[config.mk]
export PLATFORM = sky130hd
export DESIGN_NAME = cdclib_hstx
export DESIGN_NICKNAME = d
export VERILOG_FILES = /design/src/rtl/cdclib_hstx.sv
export SDC_FILE = /design/constraint.sdc
export NUM_CORES = 1
export LEC_CHECK = 0
export ABC_AREA = 0
export BUFFER_PORTS_ARGS = -buffer_cell sky130_fd_sc_hd__buf_4
export CAP_MARGIN = 40
export CORE_MARGIN = 2
export CORE_UTILIZATION = 37
export CTS_CLUSTER_SIZE = 25
export DETAILED_ROUTE_END_ITERATION = 12
export PLACE_DENSITY = 0.78
export SYNTH_ARGS = -nofsm -noshare
export SYNTH_HDL_FRONTEND = slang
export SYNTH_SLANG_ARGS = --single-unit
[constraint.sdc]
create_clock -name wr_clk -period 1 [get_ports wr_clk]
set_input_delay 0.1 -clock wr_clk [delete_from_list [all_inputs] [get_ports wr_clk]]
set_output_delay 0.1 -clock wr_clk [all_outputs]
set_load 0.01 [all_outputs]
[src/rtl/cdclib_hstx.sv]
// Write-side toggle handshake transmitter: captures a payload, toggles req_lvl, waits for ack_lvl to match.
// Optional acknowledge timeout with ERR recovery is enabled by defining CDCLIB_HSTX_TIMEOUT_EN.
module cdclib_hstx #(
  parameter int DWIDTH         = 8,
  parameter int TIMEOUT_CYCLES = 255
) (
  input  logic              wr_clk,
  input  logic              wr_rst_n,
  input  logic              req_in,
  input  logic [DWIDTH-1:0] data_in,
  input  logic              ack_lvl,
  input  logic              err_clr,
  output logic              req_lvl,
  output logic [DWIDTH-1:0] data_out,
  output logic              busy,
  output logic              done,
  output logic              drop_err,
  output logic              timeout_err
);

  typedef enum logic [1:0] {IDLE, WAIT_ACK, ERR} state_t;

  state_t state, next_state;
  logic   match;
  logic   accept;
  logic   complete;
  logic   drop;
  logic   timeout_hit;

  assign match = (ack_lvl == req_lvl);

`ifdef CDCLIB_HSTX_TIMEOUT_EN
  localparam logic [15:0] TO_LAST = 16'(TIMEOUT_CYCLES - 1);
  logic [15:0] cnt;

  assign timeout_hit = (state == WAIT_ACK) && !match && (cnt == TO_LAST);

  always_ff @(posedge wr_clk or negedge wr_rst_n) begin
    if (!wr_rst_n) begin
      cnt         <= '0;
      timeout_err <= 1'b0;
    end else begin
      if (accept)
        cnt <= '0;
      else if (state == WAIT_ACK)
        cnt <= cnt + 16'd1;
      if (timeout_hit)
        timeout_err <= 1'b1;
      else if (err_clr)
        timeout_err <= 1'b0;
    end
  end
`else
  assign timeout_hit = 1'b0;
  assign timeout_err = 1'b0;
`endif

  always_ff @(posedge wr_clk or negedge wr_rst_n) begin
    if (!wr_rst_n)
      state <= IDLE;
    else
      state <= next_state;
  end

  always_comb begin
    next_state = state;
    case (state)
      IDLE:     if (req_in) next_state = WAIT_ACK;
      WAIT_ACK: begin
        if (match)
          next_state = IDLE;
        else if (timeout_hit)
          next_state = ERR;
      end
      ERR:      if (match) next_state = IDLE;
      default:  next_state = IDLE;
    endcase
  end

  // A late ack out of ERR returns to IDLE without counting as a completion.
  always_comb begin
    busy     = (state != IDLE);
    accept   = (state == IDLE) && req_in;
    complete = (state == WAIT_ACK) && match;
    drop     = busy && req_in;
  end

  always_ff @(posedge wr_clk or negedge wr_rst_n) begin
    if (!wr_rst_n) begin
      req_lvl  <= 1'b0;
      data_out <= '0;
      done     <= 1'b0;
      drop_err <= 1'b0;
    end else begin
      if (accept) begin
        req_lvl  <= ~req_lvl;
        data_out <= data_in;
      end
      done <= complete;
      if (drop)
        drop_err <= 1'b1;
      else if (err_clr)
        drop_err <= 1'b0;
    end
  end

endmodule

==> metrics.txt, run 1 <==
# TYPE chip_impl_metric gauge
chip_impl_info{name="outcome",value="finished with violations"} 1
chip_impl_info{name="violations",value="negative setup slack"} 1
chip_impl_metric{name="postSynthAreaPerCell",unit="sq um"} 15.5
chip_impl_metric{name="place.port_buffers",unit=""} 24
chip_impl_info{name="timing_worst_setup_path_type",value="reg2reg"} 1
chip_impl_metric{name="final_layout_size_suffix_gt1_share",unit="%"} 64.5
chip_impl_info{name="crit_path_end",value="data_out[5]$_DFFE_PN0P_"} 1
chip_impl_metric{name="drc",unit=""} 0
chip_impl_metric{name="grt_start_max_net_pins",unit=""} 13
chip_impl_info{name="critical_path_sink_type",value="flop"} 1
chip_impl_metric{name="final_util",unit="%"} 58.7
chip_impl_metric{name="ys_async_sr_fraction",unit="%"} 100
chip_impl_metric{name="grt_first_pass_wirelength",unit="um"} 1370
chip_impl_metric{name="drt-vias-per-instance",unit=""} 4.39
chip_impl_metric{name="clk-insertion-delay-late",unit="ns"} 0.26
chip_impl_metric{name="die_width",unit="um"} 40.6
chip_impl_metric{name="core.rowCount",unit=""} 13
chip_impl_metric{name="clkSlewWorstSetupHoldPaths",unit="ns"} 0.08
chip_impl_metric{name="first_iter_violations",unit=""} 2
chip_impl_metric{name="syn_to_final_growth",unit="%"} 51.9
chip_impl_metric{name="synthesis.instances",unit=""} 32
chip_impl_info{name="setup.worst_path.start_class",value="flop"} 1
chip_impl_metric{name="worstPathRequired",unit="ns"} 1.14
chip_impl_metric{name="total_power",unit="mW"} 2.29
chip_impl_metric{name="finalHoldWorstSlack",unit="ns"} 0.0156
chip_impl_metric{name="cp_slowest_stage_delay",unit="ns"} 0.43
chip_impl_metric{name="synth_enable_flop_cells",unit=""} 0
chip_impl_metric{name="syn_nets",unit=""} 45
chip_impl_metric{name="design.final.nets",unit=""} 76
chip_impl_metric{name="antennaDiodeCount",unit=""} 0
chip_impl_metric{name="pre_cts_slack",unit="ns"} -0.124
chip_impl_metric{name="worstPathArrival",unit="ns"} 1.26
chip_impl_metric{name="core",unit="sq um"} 1280
chip_impl_metric{name="netlist_area",unit="sq um"} 497
chip_impl_metric{name="slew_violations",unit=""} 0
chip_impl_metric{name="number_of_storage_elements_in_the_synthesis_netlist",unit=""} 12
chip_impl_metric{name="period_needed",unit="ns"} 1.12
chip_impl_metric{name="floorplan.initialDensity",unit="%"} 38.7
chip_impl_metric{name="count_of_different_cell_masters_after_synthesis",unit=""} 14
chip_impl_info{name="worst_r2r_startpoint",value="state[0]$_DFFE_PN0P_"} 1
chip_impl_metric{name="number_of_cells_on_the_worst_reg_to_reg_path",unit=""} 3
chip_impl_metric{name="floorplan.die.height",unit="um"} 40.6
chip_impl_metric{name="highest_clock_rate",unit="MHz"} 891
chip_impl_metric{name="grt_overflow",unit=""} 0
chip_impl_metric{name="powerDensity",unit="nW/um^2"} 3040
chip_impl_info{name="yosys.area.top_type",value="sky130_fd_sc_hd__dfrtp_1"} 1
chip_impl_metric{name="finalClockSkew",unit="ns"} 0.00700
chip_impl_info{name="synthTopCellsByCount",value="sky130_fd_sc_hd__dfrtp_1 (12), sky130_fd_sc_hd__mux2_4 (8)"} 1
chip_impl_metric{name="max_cap_viols",unit=""} 0
chip_impl_metric{name="total_cts_buffers",unit=""} 3
chip_impl_info{name="synth.area.top_cells",value="sky130_fd_sc_hd__dfrtp_1 (60%), sky130_fd_sc_hd__mux2_4 (24%), sky130_fd_sc_hd__buf_6 (2.3%), sky130_fd_sc_hd__nor2b_2 (1.8%), sky130_fd_sc_hd__xnor2_1 (1.8%)"} 1
chip_impl_info{name="hold_wc_path_type",value="in2reg"} 1
chip_impl_metric{name="antenna_found_initial",unit=""} 0
chip_impl_metric{name="finalWorstSetupSlack",unit="ns"} -0.122
chip_impl_metric{name="routedWlPerCell",unit="um"} 12.6
chip_impl_metric{name="final.period_utilization",unit="%"} 112
chip_impl_metric{name="seq_area_frac_synth",unit="%"} 60.5
chip_impl_metric{name="via_total_after_detailed_routing",unit=""} 338
chip_impl_metric{name="drt.antenna.violating_nets",unit=""} 0
chip_impl_metric{name="setup-violations-final",unit=""} 10
chip_impl_metric{name="dp.final_hpwl",unit="um"} 701
chip_impl_metric{name="firstDrtPassIters",unit=""} 2
chip_impl_info{name="tritoncts_clock_tree",value="yes"} 1
chip_impl_metric{name="globalplace.congestion",unit=""} 0.686
chip_impl_metric{name="floorplan.io_pins",unit=""} 26
chip_impl_metric{name="worst-path-max-fanout",unit=""} 9
chip_impl_metric{name="static-leakage-power",unit="nW"} 0.385
chip_impl_metric{name="htree_levels",unit=""} 1
chip_impl_metric{name="first_global_vias",unit=""} 325
chip_impl_info{name="synthMostInstantiatedCell",value="sky130_fd_sc_hd__dfrtp_1"} 1
chip_impl_metric{name="synth.yosys.warnings",unit=""} 0
chip_impl_metric{name="grt_usage",unit="%"} 13.1
chip_impl_info{name="grt_setup_unrepaired",value="yes"} 1
chip_impl_metric{name="cts-root-to-sink-buffers",unit=""} 2
chip_impl_metric{name="clock_sinks",unit=""} 12
chip_impl_info{name="synth_top_flop_cell",value="sky130_fd_sc_hd__dfrtp_1"} 1
chip_impl_metric{name="wl",unit="um"} 972
chip_impl_info{name="critPathSlowestCell",value="sky130_fd_sc_hd__dfrtp_2"} 1
chip_impl_info{name="r2r-end",value="data_out[5]$_DFFE_PN0P_"} 1
chip_impl_metric{name="fraction_of_synthesized_cell_area_taken_by_the_top_area_cell_type",unit="%"} 60.5
chip_impl_metric{name="regToRegSetupSlack",unit="ns"} -0.12
chip_impl_metric{name="final-hold-violation-count",unit=""} 0
chip_impl_info{name="cts_root_buf",value="sky130_fd_sc_hd__clkbuf_4"} 1
chip_impl_metric{name="die-area",unit="sq um"} 1650
chip_impl_info{name="cp-startpoint",value="state[0]$_DFFE_PN0P_"} 1
chip_impl_metric{name="max-vdd-ir-drop",unit="uV"} 1220
chip_impl_info{name="cells_traversed_along_the_worst_timing_path",value="nor2b_4 -> buf_12 -> mux2_4"} 1
## sequential cells by signal, summed over array words and instances (netlist names)
name      cells
data_out      8
done          1
drop_err      1
req_lvl       1
state         1
## logic make-up after synthesis
family | count (synthesis) | synth area share [%]
flip-flops | 12 | 60.5
multiplexers | 8 | 24.2
AND/OR/NAND/NOR | 4 | 4.53
buffers and inverters | 3 | 4.53
AO/OA/AOI/OAI | 2 | 2.01
XOR/XNOR | 2 | 3.53
other | 1 | 0.755
## how the worst min path moves through the flow
stage               slack (ns)      from  cells past startpoint                      end
floorplan                -0.20  wr_rst_n                      0  data_out[0]$_DFFE_PN0P_
global placement         -0.06  wr_rst_n                      1  data_out[3]$_DFFE_PN0P_
detailed placement       -0.05  wr_rst_n                      1  data_out[0]$_DFFE_PN0P_
CTS                       0.01   err_clr                      2     drop_err$_DFFE_PN0P_
global route              0.03   err_clr                      2     drop_err$_DFFE_PN0P_
finish                    0.02   err_clr                      2     drop_err$_DFFE_PN0P_
## layer usage
layer  vias up  routed length, um  track usage, %
li1        163                  -               -
met1       162                407            15.6
met2        13                500            21.4
met3         0                 65            4.89
met4         0                  0            5.00
met5         -                  0               0
## stage by stage
stage,std cells,cell area (sq um),TNS [ns]
finish,77,754,-1.00
CTS,76,747,-1.04
detailed placement,71,706,-0.928
global placement,71,706,-0.768
floorplan,32,498,-1.05
global route,77,754,-1.32
## cells in the final DEF, fill, tap and decap left out
cell                            netlist  routed
sky130_fd_sc_hd__buf_4                1      26
sky130_fd_sc_hd__dfrtp_1             12      11
sky130_fd_sc_hd__mux2_4               8       8
sky130_fd_sc_hd__clkbuf_4             0       3
sky130_fd_sc_hd__xnor2_1              1       1
sky130_fd_sc_hd__and2_1               1       1
sky130_fd_sc_hd__nor2b_4              0       1
sky130_fd_sc_hd__nor2_1               1       1
sky130_fd_sc_hd__a21oi_1              1       1
sky130_fd_sc_hd__xor2_1               1       1
sky130_fd_sc_hd__inv_1                1       1
sky130_fd_sc_hd__nand2_1              1       1
sky130_fd_sc_hd__o21ai_0              1       1
sky130_fd_sc_hd__conb_1               1       1
sky130_fd_sc_hd__clkbuf_1             0       1
sky130_fd_sc_hd__dlygate4sd3_1        0       1
sky130_fd_sc_hd__buf_12               0       1
sky130_fd_sc_hd__dfrtp_2              0       1
## cell type report
class / instances / area [sq um]
clock buffer: 4 / 26.3
fill: 101 / 531
inverter: 1 / 3.75
multi-input combinational: 17 / 179
sequential: 12 / 302
tap: 15 / 18.8
timing repair buffer: 28 / 225
## critical path, delay by kind of cell (launching register included)
kind	cells	cell delay [ns]
simple gates	1	0.13
buf+inv	1	0.14
mux	1	0.30
flops	1	0.43
## where the power goes
part / total (mW) / internal (mW) / switching [mW]
combinational: 1.11 / 0.712 / 0.401
sequential: 0.880 / 0.731 / 0.150
clock: 0.301 / 0.154 / 0.147
## what timing repair did
| action | 4_1_cts | 5_1_grt |
|---|---|---|
| resized for setup | 1 | 0 |
| hold buffers | 1 | 0 |
| setup buffers | 0 | 1 |
| endpoints found under the setup margin | 9 | 9 |
| pin swaps | 0 | 0 |
| endpoints found under the hold margin | 12 | 0 |
Power figures use the tool's default switching activity.
==> run 2: changes to the inputs <==
Settings changed: CORE_MARGIN 2 to 5.
==> run 2 against run 1 <==
  * The flow still finishes with violations (negative setup slack)
  * Sequential cell count unchanged
  * Register-to-register slack about the same
  * First-iteration DRC count unchanged
  * Clock skew down 0.0028 ns
  * Non-clock buffer count stayed put
  * Design area grew 0.66%
  * Routed wire length up 15%
  * Combinational power about the same
  * Power rose by 3.7%
  * Critical path type unchanged
  * Critical endpoint is now data_out[4]$_DFFE_PN0P_
==> metrics.txt, run 2 (synthesis results as in run 1) <==
# TYPE chip_impl_metric gauge
chip_impl_info{name="outcome",value="finished with violations"} 1
chip_impl_info{name="violations",value="negative setup slack"} 1
chip_impl_info{name="cells_traversed_along_the_worst_timing_path",value="nor2b_4 -> buf_6 -> mux2_4"} 1
chip_impl_metric{name="via_total_after_detailed_routing",unit=""} 337
chip_impl_metric{name="floorplan.die.height",unit="um"} 46.6
chip_impl_metric{name="max-vdd-ir-drop",unit="uV"} 1430
chip_impl_metric{name="slew_violations",unit=""} 0
chip_impl_metric{name="worstPathRequired",unit="ns"} 1.15
chip_impl_metric{name="largest_register_ff_count",unit=""} 8
chip_impl_metric{name="total_cts_buffers",unit=""} 3
chip_impl_metric{name="detailed_place.area",unit="sq um"} 701
chip_impl_metric{name="dp_cells",unit=""} 72
chip_impl_metric{name="drc",unit=""} 0
chip_impl_metric{name="static-leakage-power",unit="nW"} 0.390
chip_impl_metric{name="powerDensity",unit="nW/um^2"} 3130
chip_impl_metric{name="antennaDiodeCount",unit=""} 0
chip_impl_metric{name="finalClockSkew",unit="ns"} 0.00423
chip_impl_info{name="tritoncts_clock_tree",value="yes"} 1
chip_impl_metric{name="total_power",unit="mW"} 2.38
chip_impl_metric{name="wl",unit="um"} 1110
chip_impl_metric{name="die-area",unit="sq um"} 2180
chip_impl_metric{name="pre_cts_slack",unit="ns"} -0.102
chip_impl_metric{name="floorplan.initialDensity",unit="%"} 38.7
chip_impl_metric{name="clk-insertion-delay-late",unit="ns"} 0.27
chip_impl_metric{name="final.period_utilization",unit="%"} 112
chip_impl_metric{name="core.rowCount",unit=""} 13
chip_impl_metric{name="worstPathArrival",unit="ns"} 1.28
chip_impl_metric{name="routedWlPerCell",unit="um"} 14.5
chip_impl_metric{name="final-hold-violation-count",unit=""} 0
chip_impl_metric{name="dp.final_hpwl",unit="um"} 862
chip_impl_info{name="mostFrequentLayoutCell",value="sky130_fd_sc_hd__buf_4"} 1
chip_impl_metric{name="number_of_setup_buffers_added_after_cts",unit=""} 0
chip_impl_info{name="cts_root_buf",value="sky130_fd_sc_hd__clkbuf_4"} 1
chip_impl_metric{name="clock_sinks",unit=""} 12
chip_impl_metric{name="grt_usage",unit="%"} 11.8
chip_impl_info{name="setup.worst_path.start_class",value="flop"} 1
chip_impl_metric{name="place.port_buffers",unit=""} 24
chip_impl_metric{name="cts-root-to-sink-buffers",unit=""} 2
chip_impl_metric{name="die_width",unit="um"} 46.6
chip_impl_metric{name="finalInstanceArea",unit="sq um"} 759
chip_impl_metric{name="grt_overflow",unit=""} 0
chip_impl_metric{name="globalplace.congestion",unit=""} 0.732
chip_impl_metric{name="clkSlewWorstSetupHoldPaths",unit="ns"} 0.08
chip_impl_metric{name="highest_clock_rate",unit="MHz"} 890
chip_impl_metric{name="design.final.nets",unit=""} 76
chip_impl_metric{name="floorplan.io_pins",unit=""} 26
chip_impl_metric{name="firstDrtPassIters",unit=""} 2
chip_impl_metric{name="max_cap_viols",unit=""} 0
chip_impl_metric{name="grt_first_pass_wirelength",unit="um"} 1610
chip_impl_metric{name="drt-vias-per-instance",unit=""} 4.38
chip_impl_info{name="critPathSlowestCell",value="sky130_fd_sc_hd__dfrtp_2"} 1
chip_impl_info{name="timing_worst_setup_path_type",value="reg2reg"} 1
chip_impl_metric{name="finalHoldWorstSlack",unit="ns"} 0.0122
chip_impl_info{name="largest_register_by_flop_count",value="data_out"} 1
chip_impl_metric{name="drt.antenna.violating_nets",unit=""} 0
chip_impl_metric{name="syn_to_final_growth",unit="%"} 52.9
chip_impl_metric{name="htree_levels",unit=""} 1
chip_impl_metric{name="grt_start_max_net_pins",unit=""} 13
chip_impl_metric{name="antenna_found_initial",unit=""} 0
chip_impl_metric{name="final_cell_count_no_fill",unit=""} 77
chip_impl_info{name="layout_common_cells",value="sky130_fd_sc_hd__buf_4 (25), sky130_fd_sc_hd__dfrtp_1 (11), sky130_fd_sc_hd__mux2_4 (8)"} 1
chip_impl_metric{name="worst-path-max-fanout",unit=""} 5
chip_impl_metric{name="finalWorstSetupSlack",unit="ns"} -0.123
chip_impl_metric{name="period_needed",unit="ns"} 1.12
chip_impl_metric{name="first_global_vias",unit=""} 363
chip_impl_metric{name="cp_slowest_stage_delay",unit="ns"} 0.43
chip_impl_metric{name="final_layout_size_suffix_gt1_share",unit="%"} 66.1
chip_impl_info{name="hold_wc_path_type",value="in2reg"} 1
chip_impl_metric{name="core",unit="sq um"} 1280
chip_impl_info{name="grt_setup_unrepaired",value="yes"} 1
chip_impl_info{name="critical_path_sink_type",value="flop"} 1
chip_impl_metric{name="first_iter_violations",unit=""} 2
chip_impl_metric{name="setup-violations-final",unit=""} 9
-- run 2: cell counts in the layout (fill, tap and decap cells not counted) --
No cell type changed its count.
-- run 2: worst paths after layout --
path	start	endpoint	slack [ns]	depth (start not counted)
worst min register to register	data_out[1]$_DFFE_PN0P_	data_out[1]$_DFFE_PN0P_	0.52	1
min in group asynchronous	wr_rst_n	data_out[3]$_DFFE_PN0P_	0.20	2
worst max register to register	state[0]$_DFFE_PN0P_	data_out[4]$_DFFE_PN0P_	-0.12	3
max in group asynchronous	wr_rst_n	state[0]$_DFFE_PN0P_	0.64	2
worst max-delay path	state[0]$_DFFE_PN0P_	data_out[4]$_DFFE_PN0P_	-0.12	3
worst min-delay path	err_clr	drop_err$_DFFE_PN0P_	0.01	2
-- run 2: metrics by stage --
stage / TNS, ns / util, %
2_1_floorplan: -1.05 / -
3_3_place_gp: -0.635 / 54.5
3_5_place_dp: -0.757 / 54.5
4_1_cts: -0.915 / 59.1
5_1_grt: -1.28 / 59.1
6_report: -0.990 / 59.1
-- run 2: report_power, final --
group / switching (mW) / internal [mW] / total (mW)
Combinational: 0.415 / 0.699 / 1.11
Sequential: 0.156 / 0.731 / 0.887
Clock: 0.157 / 0.221 / 0.378
Total: 0.728 / 1.65 / 2.38
-- run 2: layer usage --
layer / vias to the layer above / wire, um / share of wire (%) / global-route usage [%]
li1: 161 / - / - / -
met5: - / 0 / 0 / 0
met2: 11 / 647 / 58 / 22.3
met1: 163 / 373 / 34 / 9.59
met3: 2 / 86 / 7.7 / 5.86
met4: 0 / 6 / 0.54 / 6.63
-- run 2: worst max-delay path: cells and delay by family, from the launching register on --
kind / cells / cell delay [ns]
simple gates: 1 / 0.14
buf+inv: 1 / 0.14
mux: 1 / 0.30
flops: 1 / 0.43
-- run 2: timing repair --
item	CTS	global route
hold buffers	1	0
resized for setup	3	0
setup endpoints to repair	9	9
hold endpoints to repair	12	0
pin swaps	0	0
-- run 2: area by class of cell --
| class | instances | area (sq um) |
|---|---|---|
| clock buffer | 4 | 36.3 |
| fill | 105 | 526 |
| inverter | 1 | 3.75 |
| multi-input combinational | 17 | 179 |
| sequential | 12 | 302 |
| tap | 15 | 18.8 |
| timing repair buffer | 28 | 220 |
==> run 3: changes to the inputs <==
Settings changed: CORE_MARGIN 5 to 4.
==> run 3 against run 2 <==
  * The flow still finishes with violations (negative setup slack)
  * Final cell count up 1.3%
  * Combinational power is 5% higher
  * Via count up 3.0%
  * Sequential cell count is the same
  * Critical path depth stayed put
  * Power down 1.5%
  * Clock skew increased by 0.00064 ns
  * Register-to-register slack about the same
==> metrics.txt, run 3 (synthesis results as in run 1) <==
# TYPE chip_impl_metric gauge
chip_impl_info{name="outcome",value="finished with violations"} 1
chip_impl_info{name="violations",value="negative setup slack"} 1
chip_impl_metric{name="die-area",unit="sq um"} 1990
chip_impl_metric{name="clk-insertion-delay-late",unit="ns"} 0.27
chip_impl_metric{name="grt_overflow",unit=""} 0
chip_impl_info{name="timing.hold.worst_endpoint",value="drop_err$_DFFE_PN0P_"} 1
chip_impl_metric{name="floorplan.die.height",unit="um"} 44.6
chip_impl_metric{name="drt-vias-per-instance",unit=""} 4.45
chip_impl_metric{name="design.final.nets",unit=""} 78
chip_impl_info{name="critPathSlowestCell",value="sky130_fd_sc_hd__dfrtp_2"} 1
chip_impl_info{name="largest_register_by_flop_count",value="data_out"} 1
chip_impl_metric{name="largest_register_ff_count",unit=""} 8
chip_impl_metric{name="final_layout_size_suffix_gt1_share",unit="%"} 65.6
chip_impl_metric{name="total_power",unit="mW"} 2.34
chip_impl_metric{name="firstDrtPassIters",unit=""} 1
chip_impl_info{name="mostFrequentLayoutCell",value="sky130_fd_sc_hd__buf_4"} 1
chip_impl_metric{name="fin_tns_setup",unit="ns"} -1.19
chip_impl_metric{name="worstPathArrival",unit="ns"} 1.29
chip_impl_info{name="cells_traversed_along_the_worst_timing_path",value="nor2b_4 -> buf_12 -> mux2_4"} 1
chip_impl_metric{name="final_util",unit="%"} 64.8
chip_impl_metric{name="cp_slowest_stage_delay",unit="ns"} 0.43
chip_impl_metric{name="max-vdd-ir-drop",unit="uV"} 1500
chip_impl_metric{name="core.rowCount",unit=""} 12
chip_impl_metric{name="slew_violations",unit=""} 0
chip_impl_metric{name="globalplace.congestion",unit=""} 0.647
chip_impl_info{name="grt_setup_unrepaired",value="yes"} 1
chip_impl_info{name="critical_path_sink_type",value="flop"} 1
chip_impl_metric{name="period_needed",unit="ns"} 1.14
chip_impl_info{name="timing_worst_setup_path_type",value="reg2reg"} 1
chip_impl_metric{name="drc",unit=""} 0
chip_impl_metric{name="worst-path-max-fanout",unit=""} 8
chip_impl_metric{name="htree_levels",unit=""} 1
chip_impl_info{name="timing.hold.worst.start",value="err_clr"} 1
chip_impl_info{name="layout_common_cells",value="sky130_fd_sc_hd__buf_4 (28), sky130_fd_sc_hd__dfrtp_1 (11), sky130_fd_sc_hd__mux2_4 (8)"} 1
chip_impl_metric{name="routedWlPerCell",unit="um"} 13.7
chip_impl_info{name="r2r-end",value="data_out[1]$_DFFE_PN0P_"} 1
chip_impl_metric{name="static-leakage-power",unit="nW"} 0.396
chip_impl_metric{name="finalWorstSetupSlack",unit="ns"} -0.135
chip_impl_metric{name="first_iter_violations",unit=""} 0
chip_impl_info{name="hold_wc_path_type",value="in2reg"} 1
chip_impl_info{name="setup.worst_path.start_class",value="flop"} 1
chip_impl_metric{name="place.port_buffers",unit=""} 24
chip_impl_metric{name="wl",unit="um"} 1070
chip_impl_metric{name="antennaDiodeCount",unit=""} 0
chip_impl_metric{name="worst_hold_path.num_cells",unit=""} 2
chip_impl_metric{name="syn_to_final_growth",unit="%"} 54.7
chip_impl_metric{name="number_of_cells_on_the_worst_reg_to_reg_path",unit=""} 3
chip_impl_metric{name="via_total_after_detailed_routing",unit=""} 347
chip_impl_metric{name="regToRegSetupSlack",unit="ns"} -0.14
chip_impl_metric{name="first_global_vias",unit=""} 375
chip_impl_metric{name="drt.antenna.violating_nets",unit=""} 0
chip_impl_metric{name="powerDensity",unit="nW/um^2"} 3050
chip_impl_metric{name="cp.buffers_inverters",unit=""} 1
chip_impl_metric{name="grt_first_pass_wirelength",unit="um"} 1730
chip_impl_metric{name="antenna_found_initial",unit=""} 0
chip_impl_metric{name="clkSlewWorstSetupHoldPaths",unit="ns"} 0.07
chip_impl_metric{name="cts-root-to-sink-buffers",unit=""} 2
chip_impl_metric{name="die_width",unit="um"} 44.6
chip_impl_metric{name="highest_clock_rate",unit="MHz"} 881
chip_impl_metric{name="worstPathRequired",unit="ns"} 1.15
chip_impl_metric{name="dp.final_hpwl",unit="um"} 838
chip_impl_info{name="worst_r2r_startpoint",value="state[0]$_DFFE_PN0P_"} 1
chip_impl_metric{name="floorplan.initialDensity",unit="%"} 41.9
chip_impl_metric{name="finalClockSkew",unit="ns"} 0.00487
chip_impl_metric{name="total_cts_buffers",unit=""} 3
chip_impl_metric{name="max_cap_viols",unit=""} 0
chip_impl_info{name="cts_root_buf",value="sky130_fd_sc_hd__clkbuf_4"} 1
chip_impl_metric{name="final.period_utilization",unit="%"} 114
chip_impl_metric{name="grt_start_max_net_pins",unit=""} 13
chip_impl_info{name="worst_path_dominant_cell_family",value="flip-flops"} 1
chip_impl_info{name="tritoncts_clock_tree",value="yes"} 1
chip_impl_metric{name="grt_usage",unit="%"} 12.8
chip_impl_metric{name="final-hold-violation-count",unit=""} 0
chip_impl_metric{name="setup-violations-final",unit=""} 10
chip_impl_metric{name="core",unit="sq um"} 1190
chip_impl_metric{name="floorplan.io_pins",unit=""} 26
chip_impl_metric{name="clock_sinks",unit=""} 12
[run 3: cell types whose count changed in the layout (fill, tap and decap cells not counted)]
cell / previous run / this run
sky130_fd_sc_hd__buf_12: 0 / 1
sky130_fd_sc_hd__clkbuf_8: 1 / 0
sky130_fd_sc_hd__buf_6: 2 / 0
sky130_fd_sc_hd__buf_4: 25 / 28
sky130_fd_sc_hd__clkbuf_1: 0 / 1
[run 3: layout make-up]
class,count,area (sq um)
clock buffers,4,26.3
fillers,102,418
inverters,1,3.75
multi-input cells,17,179
flip-flops and latches,12,302
well taps,14,17.5
repair buffers,30,240
[run 3: through the flow]
| step | setup slack, ns | area (sq um) | std cells | hold slack [ns] |
|---|---|---|---|---|
| 4_1_cts | -0.142 | 761 | 77 | 0.00501 |
| 6_report | -0.135 | 768 | 78 | 0.0125 |
| 3_5_place_dp | -0.167 | 712 | 71 | -0.0552 |
| 2_1_floorplan | -0.131 | 498 | 32 | -0.196 |
| 3_3_place_gp | -0.119 | 712 | 71 | -0.0556 |
| 5_1_grt | -0.174 | 768 | 78 | 0.0177 |
[run 3: what timing repair did]
item / in CTS / in global routing
setup endpoints to repair: 9 / 10
hold buffers: 1 / 0
endpoints found under the hold margin: 12 / 0
resized for setup: 1 / 0
buffers inserted: 1 / 1
[run 3: report_power, final]
part	switching, mW	leakage, nW	internal [mW]
combinational	0.417	0.240	0.739
sequential	0.153	0.141	0.731
clock	0.150	0.0150	0.154
[run 3: worst max path at each step]
| stage | startpoint | endpoint | slack [ns] | cells past startpoint |
|---|---|---|---|---|
| floorplan | state[0]$_DFFE_PN0P_ | data_out[0]$_DFFE_PN0P_ | -0.13 | 3 |
| global placement | state[0]$_DFFE_PN0P_ | data_out[3]$_DFFE_PN0P_ | -0.12 | 3 |
| detailed placement | state[0]$_DFFE_PN0P_ | data_out[7]$_DFFE_PN0P_ | -0.17 | 3 |
| CTS | state[0]$_DFFE_PN0P_ | data_out[1]$_DFFE_PN0P_ | -0.14 | 3 |
| global route | state[0]$_DFFE_PN0P_ | data_out[1]$_DFFE_PN0P_ | -0.17 | 3 |
| finish | state[0]$_DFFE_PN0P_ | data_out[1]$_DFFE_PN0P_ | -0.14 | 3 |
[run 3: layer usage]
metal  GRT usage (%)  routed length, um  up-vias
met1            13.5                394      158
met5               0                  0        -
met2            20.9                521       18
met4            10.8                 29        0
met3            3.25                122        4
li1                -                  -      167
